`config.mk`:
```
export PLATFORM = sky130hd
export DESIGN_NAME = vga_layer_scheduler
export DESIGN_NICKNAME = d
export VERILOG_FILES = /design/src/rtl/vga_layer_scheduler.sv
export SDC_FILE = /design/constraint.sdc
export NUM_CORES = 1
export LEC_CHECK = 0
export CAP_MARGIN = 10
export CORE_MARGIN = 2
export CORE_UTILIZATION = 51
export DETAILED_ROUTE_END_ITERATION = 7
export PLACE_DENSITY = 0.9
export SLEW_MARGIN = 20
export SYNTH_ARGS = -nofsm -noshare
export SYNTH_HDL_FRONTEND = slang
export SYNTH_SLANG_ARGS = --single-unit
```
`constraint.sdc`:
```
create_clock -name clk -period 3.1 [get_ports clk]
set_clock_uncertainty 0.15 [all_clocks]
set_input_delay 0.31 -clock clk [delete_from_list [all_inputs] [get_ports clk]]
set_output_delay 0.31 -clock clk [all_outputs]
set_load 0.01 [all_outputs]
```
`src/rtl/vga_layer_scheduler.sv`:
```
// Layer scheduler for a three-layer text overlay: debounced switch requests,
// frame-aligned manual/auto-rotate layer selection and a registered colour mux.
module vga_layer_scheduler #(
    parameter int         DB_CYCLES  = 16,
    parameter int         ROT_FRAMES = 60,
    parameter logic [2:0] BG_COLOR   = 3'b000
) (
    input  logic       clk,
    input  logic       reset,
    input  logic       swt1,
    input  logic       swt2,
    input  logic       swt3,
    input  logic [9:0] pixel_x,
    input  logic [9:0] pixel_y,
    input  logic       video_on,
    input  logic [2:0] text_on,
    input  logic [2:0] rgb_text_j,
    input  logic [2:0] rgb_text_d,
    input  logic [2:0] rgb_text_m,
    output logic [2:0] rgb_text,
    output logic [1:0] layer_sel,
    output logic [1:0] mode,
    output logic       frame_tick
);
    localparam int CW = $clog2(DB_CYCLES + 1);
    localparam logic [CW-1:0] DB_LAST  = CW'(DB_CYCLES - 1);
    localparam logic [7:0]    ROT_LAST = 8'(ROT_FRAMES - 1);

    localparam logic [1:0] BLANK  = 2'd0;
    localparam logic [1:0] MANUAL = 2'd1;
    localparam logic [1:0] ROTATE = 2'd2;

    logic [2:0]          sync1, sync2, db_level;
    logic [2:0][CW-1:0]  db_cnt;
    logic                armed, frame_start;
    logic [7:0]          rot_cnt;
    logic                req_vld;
    logic [1:0]          req_layer;
    logic [2:0]          sel_rgb;
    logic                origin;

    assign origin     = (pixel_x == 10'd0) && (pixel_y == 10'd0);
    assign frame_tick = frame_start;

    // Switch synchronisers and per-switch debounce counters
    always_ff @(posedge clk) begin
        if (reset) begin
            sync1    <= '0;
            sync2    <= '0;
            db_level <= '0;
            db_cnt   <= '0;
        end else begin
            sync1 <= {swt3, swt2, swt1};
            sync2 <= sync1;
            for (int i = 0; i < 3; i++) begin
                if (sync2[i] == db_level[i]) begin
                    db_cnt[i] <= '0;
                end else if (db_cnt[i] == DB_LAST) begin
                    db_cnt[i]   <= '0;
                    db_level[i] <= sync2[i];
                end else begin
                    db_cnt[i] <= db_cnt[i] + 1'b1;
                end
            end
        end
    end

    // armed means the origin was absent last cycle, so a frame start needs a
    // genuine 0->1 transition of the origin condition, also right after reset.
    always_ff @(posedge clk) begin
        if (reset) begin
            armed       <= 1'b0;
            frame_start <= 1'b0;
        end else begin
            armed       <= ~origin;
            frame_start <= origin & armed;
        end
    end

    always_comb begin
        req_vld   = |db_level;
        req_layer = 2'd2;
        if (db_level[0])      req_layer = 2'd0;
        else if (db_level[1]) req_layer = 2'd1;
    end

    always_ff @(posedge clk) begin
        if (reset) begin
            mode      <= BLANK;
            layer_sel <= 2'd0;
            rot_cnt   <= '0;
        end else if (frame_start) begin
            if (req_vld) begin
                mode      <= MANUAL;
                layer_sel <= req_layer;
            end else begin
                case (mode)
                    BLANK: begin
                        mode      <= ROTATE;
                        layer_sel <= 2'd0;
                        rot_cnt   <= '0;
                    end
                    MANUAL: begin
                        mode    <= ROTATE;
                        rot_cnt <= '0;
                    end
                    default: begin
                        if (rot_cnt == ROT_LAST) begin
                            rot_cnt   <= '0;
                            layer_sel <= (layer_sel == 2'd2) ? 2'd0 : layer_sel + 2'd1;
                        end else begin
                            rot_cnt <= rot_cnt + 8'd1;
                        end
                    end
                endcase
            end
        end
    end

    always_comb begin
        case (layer_sel)
            2'd0:    sel_rgb = rgb_text_j;
            2'd1:    sel_rgb = rgb_text_d;
            default: sel_rgb = rgb_text_m;
        endcase
    end

    always_ff @(posedge clk) begin
        if (reset)                          rgb_text <= 3'b000;
        else if (mode == BLANK || !video_on) rgb_text <= 3'b000;
        else if (text_on[layer_sel])        rgb_text <= sel_rgb;
        else                                rgb_text <= BG_COLOR;
    end
endmodule

```
# --- Word-level counts from Yosys, hierarchy flattened ---
# Cells that the tools add are included.
word_totals:
  ff_bits: 41
  in_bits: 38
  elab_cells: 72
op_classes:
  add_sub_neg: 5
  order_cmp: 1
  eq_ne: 11
  n_mux: 13
  bitwise: 7
  reduce_logical: 21
op_table:
  columns: ["cell", "count"]
  rows:
  - ["zero test 10 bit", 2]
  - ["two-way mux 8 bit", 2]
  - ["adder 5 x 1 -> 5 bit (second input constant)", 3]
  - ["equality test 5 x 4 -> 1 bit (second input constant)", 3]
  - ["OR reduction 3 bit", 5]
  - ["two-way mux 2 bit", 7]
  - ["AND reduction 2 bit", 5]
  - ["adder 8 x 1 -> 8 bit (second input constant)", 1]
  - ["equality test 8 x 6 -> 1 bit (second input constant)", 1]
  - ["NOT 1 bit", 6]
  - ["one-hot mux 3 bit (2 select lines)", 1]
  - ["equality test 2 x 1 -> 1 bit (second input constant)", 2]
  - ["zero test 2 bit", 2]
  - ["one-hot mux 2 bit (2 select lines)", 1]
  - ["equality test 1 bit", 3]
  - ["less-than comparator 2 x 3 -> 1 bit (second input constant)", 1]
  - ["AND reduction 3 bit", 1]
  - ["nonzero test 3 bit", 1]
  - ["adder 2 x 1 -> 2 bit (second input constant)", 1]
  - ["binary-select mux 1 bit (select 2 bit)", 1]
  - ["equality test 2 bit (second input constant)", 1]
  - ["inequality test 2 bit (second input constant)", 1]
  - ["nonzero test 2 bit", 1]
  - ["OR reduction 2 bit", 1]
  - ["5 further kinds", 5]

# --- Depth between registers and ports, before layout ---
# Gate-level depths: netlist (run 1).
logic_depth:
  depth_word: 5
  depth_mapped: 5
  mapped_depth_nobuf: 5

# --- Worst setup path after synthesis (run 1) ---
# OpenSTA, ideal clock, no wires.
synth_timing:
  path_type: "reg-to-reg"
  startpoint: "register db_cnt[5] (netlist bit)"
  endpoint: "register db_cnt[7] (netlist bit)"
  setup_time_ps: 65
  arrival_ps: 1402
  required_time_ps: 2885
  slack_ps: 1483
  path_stages_with_launch: 6
  n_path_buf: 0
  period_less_slack_ps: 1617
  path_cell_list: "dfxtp_1 > ha_1 > and3_1 > ha_1 > or3_1 > nor2_1"
synth_between:
  elab_chain_len: 2
  elab_cells_between_ends: 3
synth_rtl:
  columns: ["item", "line", "text"]
  rows:
  - ["start: declaration", "34", "logic [2:0][CW-1:0] db_cnt;"]
  - ["start signal: indexed assignment", "62", "db_cnt[i] <= db_cnt[i] + 1'b1;"]
  - ["parallel branches: the longest is 2 deep, another holds adder 5 x 1 -> 5 bit", null, null]
# Parallel ways; which one is timed is not known.
# A chain may end at the register's enable or synchronous reset.

# --- Final worst setup path (run 1) ---
layout_timing:
  startpoint: "register layer_sel[1]"
  endpoint: "output layer_sel[1]"
layout_lines:
  columns: ["item", "line", "text"]
  rows:
  - ["start: declaration", "21", "output logic [1:0] layer_sel,"]
  - ["start signal: assignment", "95", "layer_sel <= req_layer;"]
  - ["start signal: assignment", "110", "layer_sel <= (layer_sel == 2'd2) ? 2'd0 : layer_sel + 2'd1;"]
# No word-level cell between the ends.

==> results of run 1 <==
==> synthesized netlist by cell type <==
cell / n
mux2i_1: 9
a21o_2: 1
inv_1: 9
nor2_1: 35
and4_1: 1
nor3b_1: 1
clkbuf_1: 4
nand3b_1: 2
nor4_1: 6
and3_1: 5
o2111ai_1: 1
xor2_1: 9
nand4bb_1: 1
o31ai_2: 1
nand3_1: 8
or3_1: 3
or3_4: 1
nor2b_1: 6
and2_1: 1
nor3_1: 2
nor2_2: 1
xnor2_1: 7
ha_1: 7
dfxtp_1: 41
nand4_1: 2
nor4b_4: 1
nand2_1: 5
a21oi_1: 6
o21ai_0: 6
==> kinds of logic after synthesis <==
logic type	Yosys count	synth area share [%]
adders and majority gates	7	5.14
DFF	41	48.1
muxes	9	5.28
buffers and inverters	13	2.86
AOI/OAI and AO/OA	15	5.28
and+or+nand+nor	81	25.1
xor gates and xnor gates	16	8.22
==> cell type report <==
type	instances	area, um^2	share of cell area (%)
Multi-Input combinational cell	128	836	37.1
Sequential cell	41	821	36.5
Timing Repair Buffer	45	450	20.0
Inverter	9	33.8	1.50
Clock buffer	7	55.1	2.45
Tap cell	44	55.1	2.45
==> power breakdown <==
group	total (mW)	leakage, nW	internal [mW]	switching (mW)
clock	0.260	0.0314	0.107	0.152
combinational	0.0655	0.459	0.0481	0.0174
sequential	0.534	0.332	0.532	0.00232
total	0.859	0.822	0.687	0.172
==> routing by layer <==
metal | vias to the layer above | global-route usage, % | share of wire [%]
met2 | 45 | 32.6 | 49
li1 | 712 | - | -
met5 | - | 0 | 0
met4 | 0 | 6.38 | 1.5
met3 | 5 | 7.45 | 7.2
met1 | 621 | 18.4 | 43
==> sequential cells by signal, summed over array words and instances (netlist names) <==
register and flops:
db_cnt 15, layer_sel 2, db_level 3, sync2 3, sync1 3, rgb_text 3
mode 2, armed 1, frame_tick 1, rot_cnt 8
==> worst max path at each step <==
stage | from | to | cells after the start
finish | layer_sel[1]$_SDFFE_PP0P_ | layer_sel[1] | 1
global route | layer_sel[1]$_SDFFE_PP0P_ | layer_sel[1] | 1
CTS | layer_sel[1]$_SDFFE_PP0P_ | layer_sel[1] | 1
detailed placement | reset | db_cnt[12]$_SDFF_PP0_ | 3
global placement | reset | db_cnt[13]$_SDFF_PP0_ | 3
floorplan | db_cnt[5]$_SDFF_PP0_ | db_cnt[7]$_SDFF_PP0_ | 5
==> flow_summary.json, run 1 <==
{
  "cts.clk_slew.worst_paths_ns": 0.11,
  "viasPerCell": 5.05,
  "cts_buffer_depth": 2,
  "hpwl_um": 2350,
  "power_uw": 859,
  "vias": 1383,
  "worst_path_dominant_cell_family": "buffers and inverters",
  "fmax_mhz": 491,
  "cts_buffers": 5,
  "fillers": 232,
  "grt_max_degree": 21,
  "leakage_nw": 0.822,
  "critPathCaptureType": "output pin",
  "worst_hold_startpoint": "sync1[2]$_SDFF_PP0_",
  "gr-total-overflow": 0,
  "ys_seq_area_share_pct": 48.1,
  "syn_area_um2": 1710,
  "postCtsSetupRepairBufs": 0,
  "ios": 46,
  "final_cell_count_no_fill": 274,
  "hold_ws_ns": 0.295,
  "drc": 0,
  "synth_cell_type_count": 29,
  "grt_pass1_vias": 1301,
  "final_cell_area_um2": 2250,
  "antenna_left": 0,
  "cpMaxStageDelayCell": "clkdlybuf4s50_1",
  "yosysTopAreaCellShare_pct": 48.1,
  "coreArea_um2": 3130,
  "cts_resized": 0,
  "reg2reg_depth": 5,
  "dp.cells": 267,
  "worstSkewPairLatency_ns": 0.34,
  "r2r-end": "db_cnt[7]$_SDFF_PP0_",
  "nNetsFinal": 275,
  "antenna_found_initial": 0,
  "hold_end": "sync2[2]$_SDFF_PP0_",
  "routed_wirelength_um": 3040,
  "hold_path_class": "flip-flop to flip-flop",
  "min_period_ns": 2.04,
  "first_pass_iters": 4,
  "cts.sinks": 41,
  "dpl_cell_area_um2": 2200,
  "crit_path_start_kind": "flip-flop",
  "slew_headroom_pct": 56.3,
  "critPathMaxFanout": 12,
  "crit-reg2reg-launch": "db_cnt[5]$_SDFF_PP0_",
  "yosysTopAreaCell": "dfxtp_1",
  "drv_cap": 0,
  "final_common_cell": "clkdlybuf4s50_1",
  "grt_pass1_wl_um": 5000,
  "cts_tree": "built",
  "worstSetupPathType": "flip-flop to output pin",
  "crit_required_ns": 2.64,
  "drt-wirelength-per-cell_um": 11.1,
  "max_stage_delay_ns": 0.62,
  "drv_slew": 0,
  "fin_ws_ns": 1.06,
  "final-hold-violation-count": 0,
  "yosysWarnings": 0,
  "cts_hold_buf": 0,
  "row_count": 20,
  "critical_path_arrival_ns": 1.58,
  "dieArea_um2": 3820,
  "grt.total_usage_pct": 17.9,
  "synth_nets": 227,
  "drive_gt1_share_pct": 4.78,
  "start_util_pct": 54.5,
  "synth_area_leaders": "dfxtp_1 48%, nor2_1 7.7%, mux2i_1 5.3%, ha_1 5.1%, xor2_1 4.6%",
  "path_cells": "clkdlybuf4s50_1",
  "antenna_cells": 0,
  "power_density_nw_per_um2": 382,
  "worstMarginPinSlew_ns": 0.654,
  "most-common-layout-cells": "45 x clkdlybuf4s50_1, 41 x dfxtp_1, 35 x nor2_1",
  "avgSynthCellArea_um2": 9.37,
  "syn_to_final_growth_pct": 32.0,
  "rsz0062_at_grt": "false",
  "min_period_over_period_pct": 65.7,
  "cts_root_buffer": "clkbuf_4",
  "setup-violations-final": 0,
  "critPathBufInv": 1,
  "io_buffers": 45,
  "post-route-util_pct": 72.0,
  "first_iter_violations": 31,
  "status": "complete, no violations",
  "h-tree-depth": 2,
  "dp_slack_ns": 1.09,
  "die_x_um": 61.8,
  "synth-seq-cells": 41,
  "synthCells": 182,
  "ir_worst_vdd_uv": 260,
  "die_h_um": 61.8,
  "timing.setup.tns_ns": 0,
  "hold_depth": 1,
  "reg2reg_slack_ns": 1.35,
  "gp_congestion": 0.706
}
(Power assumes the default switching activity.)
==> run 2, diff against run 1 <==
- CORE_UTILIZATION: 51 -> 47
- PLACE_DENSITY: 0.9 -> 0.84
- clock period: 3.1 -> 2.1 ns (I/O delays scaled with it)
==> flow_summary.json, run 2 (synthesis results as in run 1) <==
{
  "dieArea_um2": 4130,
  "die_x_um": 64.2,
  "status": "complete, no violations",
  "critPathCaptureType": "output pin",
  "nNetsFinal": 277,
  "hold_depth": 2,
  "cts_hold_buf": 0,
  "setup-violations-final": 0,
  "cpMaxStageDelayCell": "clkdlybuf4s50_1",
  "crit_path_start_kind": "flip-flop",
  "ir_worst_vdd_uv": 349,
  "drive_gt1_share_pct": 6.01,
  "worst_path_dominant_cell_family": "buffers and inverters",
  "grt_max_degree": 16,
  "final_cell_count_no_fill": 279,
  "reg2reg_depth": 5,
  "min_period_ns": 1.86,
  "slew_headroom_pct": 63.7,
  "syn_to_final_growth_pct": 34.8,
  "hpwl_um": 2320,
  "worstSkewPairLatency_ns": 0.35,
  "antenna_found_initial": 0,
  "fin_ws_ns": 0.237,
  "grt_pass1_vias": 1314,
  "timing.setup.tns_ns": 0,
  "grt.total_usage_pct": 16.8,
  "fillers": 261,
  "viasPerCell": 4.98,
  "final-hold-violation-count": 0,
  "reg2reg_slack_ns": 0.37,
  "drt-wirelength-per-cell_um": 10.9,
  "start_util_pct": 49.9,
  "min_period_over_period_pct": 88.7,
  "antenna_left": 0,
  "first_pass_iters": 4,
  "dp_slack_ns": 0.328,
  "routed_wirelength_um": 3050,
  "multiInputGateArea_um2": 836,
  "vias": 1389,
  "worstSetupPathType": "flip-flop to output pin",
  "crit-reg2reg-launch": "db_cnt[5]$_SDFF_PP0_",
  "row_count": 21,
  "power_mw": 1.41,
  "hold_end": "sync1[0]$_SDFF_PP0_",
  "path_cells": "clkdlybuf4s50_1",
  "cts_buffers": 5,
  "cts.clk_slew.worst_paths_ns": 0.11,
  "largest_register_ffs": 15,
  "rsz0062_at_grt": "false",
  "gp_congestion": 0.802,
  "ios": 46,
  "most-common-layout-cells": "45 x clkdlybuf4s50_1, 41 x dfxtp_1, 35 x nor2_1",
  "seqCellArea_um2": 821,
  "cts_buffer_depth": 2,
  "postCtsSetupRepairBufs": 0,
  "coreArea_um2": 3420,
  "cts_root_buffer": "clkbuf_4",
  "cts_resized": 0,
  "h-tree-depth": 2,
  "max_stage_delay_ns": 0.61,
  "hold_path_class": "input pin to flip-flop",
  "antenna_cells": 0,
  "largest_registers": "db_cnt x15, rot_cnt x8",
  "crit_required_ns": 1.74,
  "cts_tree": "built",
  "dp.cells": 271,
  "leakage_nw": 0.847,
  "critPathMaxFanout": 9,
  "grt_pass1_wl_um": 5330,
  "fmax_mhz": 537,
  "largest-register": "db_cnt",
  "cts.sinks": 41,
  "drv_slew": 0,
  "worstMarginPinSlew_ns": 0.543,
  "drv_cap": 0,
  "gr-total-overflow": 0,
  "worst_hold_startpoint": "swt1",
  "r2r-end": "db_cnt[7]$_SDFF_PP0_",
  "io_buffers": 45,
  "drc": 0,
  "critPathBufInv": 1,
  "critical_path_arrival_ns": 1.50,
  "final_common_cell": "clkdlybuf4s50_1",
  "power_density_nw_per_um2": 615,
  "die_h_um": 64.2,
  "post-route-util_pct": 67.3,
  "first_iter_violations": 52
}
## run 2: power by group
group / total [mW] / switching [mW] / internal, mW
clock: 0.527 / 0.243 / 0.284
sequential: 0.789 / 0.00333 / 0.785
combinational: 0.0986 / 0.0263 / 0.0722
total: 1.41 / 0.273 / 1.14
## run 2: per-stage QoR
stage                     hold WS, ns  cell area (um^2)
final                           0.246              2300
after global routing            0.259              2300
after CTS                       0.226              2300
after detailed placement        0.279              2210
after global placement          0.266              2210
after floorplan                 0.188              1710
## run 2: layer usage
layer | GRT usage (%) | wire, um
met1 | 18.7 | 1320
met2 | 28.0 | 1380
met3 | 5.99 | 267
met4 | 8.78 | 76
met5 | 0 | 0
## run 2: cell type report
| type | count | area share, % |
|---|---|---|
| Multi-Input combinational cell | 128 | 36.4 |
| Sequential cell | 41 | 35.7 |
| Timing Repair Buffer | 47 | 20.3 |
| Tap cell | 46 | 2.50 |
| Clock buffer | 7 | 2.40 |
| Inverter | 9 | 1.47 |
| Clock inverter | 1 | 1.31 |
## run 2: worst max-delay path by stage
stage | from | end | slack (ns) | cells after the start
2_1_floorplan | db_cnt[5]$_SDFF_PP0_ | db_cnt[7]$_SDFF_PP0_ | 0.48 | 5
3_3_place_gp | reset | db_cnt[2]$_SDFF_PP0_ | 0.36 | 3
3_5_place_dp | reset | db_cnt[2]$_SDFF_PP0_ | 0.33 | 3
4_1_cts | layer_sel[0]$_SDFFE_PP0P_ | layer_sel[0] | 0.23 | 1
5_1_grt | layer_sel[0]$_SDFFE_PP0P_ | layer_sel[0] | 0.18 | 1
6_report | layer_sel[0]$_SDFFE_PP0P_ | layer_sel[0] | 0.24 | 1
==> run 3, diff against run 2 <==
- CAP_MARGIN: 10 -> default
==> results of run 3 <==
The final DEF is identical to that of run 2; final timing and power are the same.
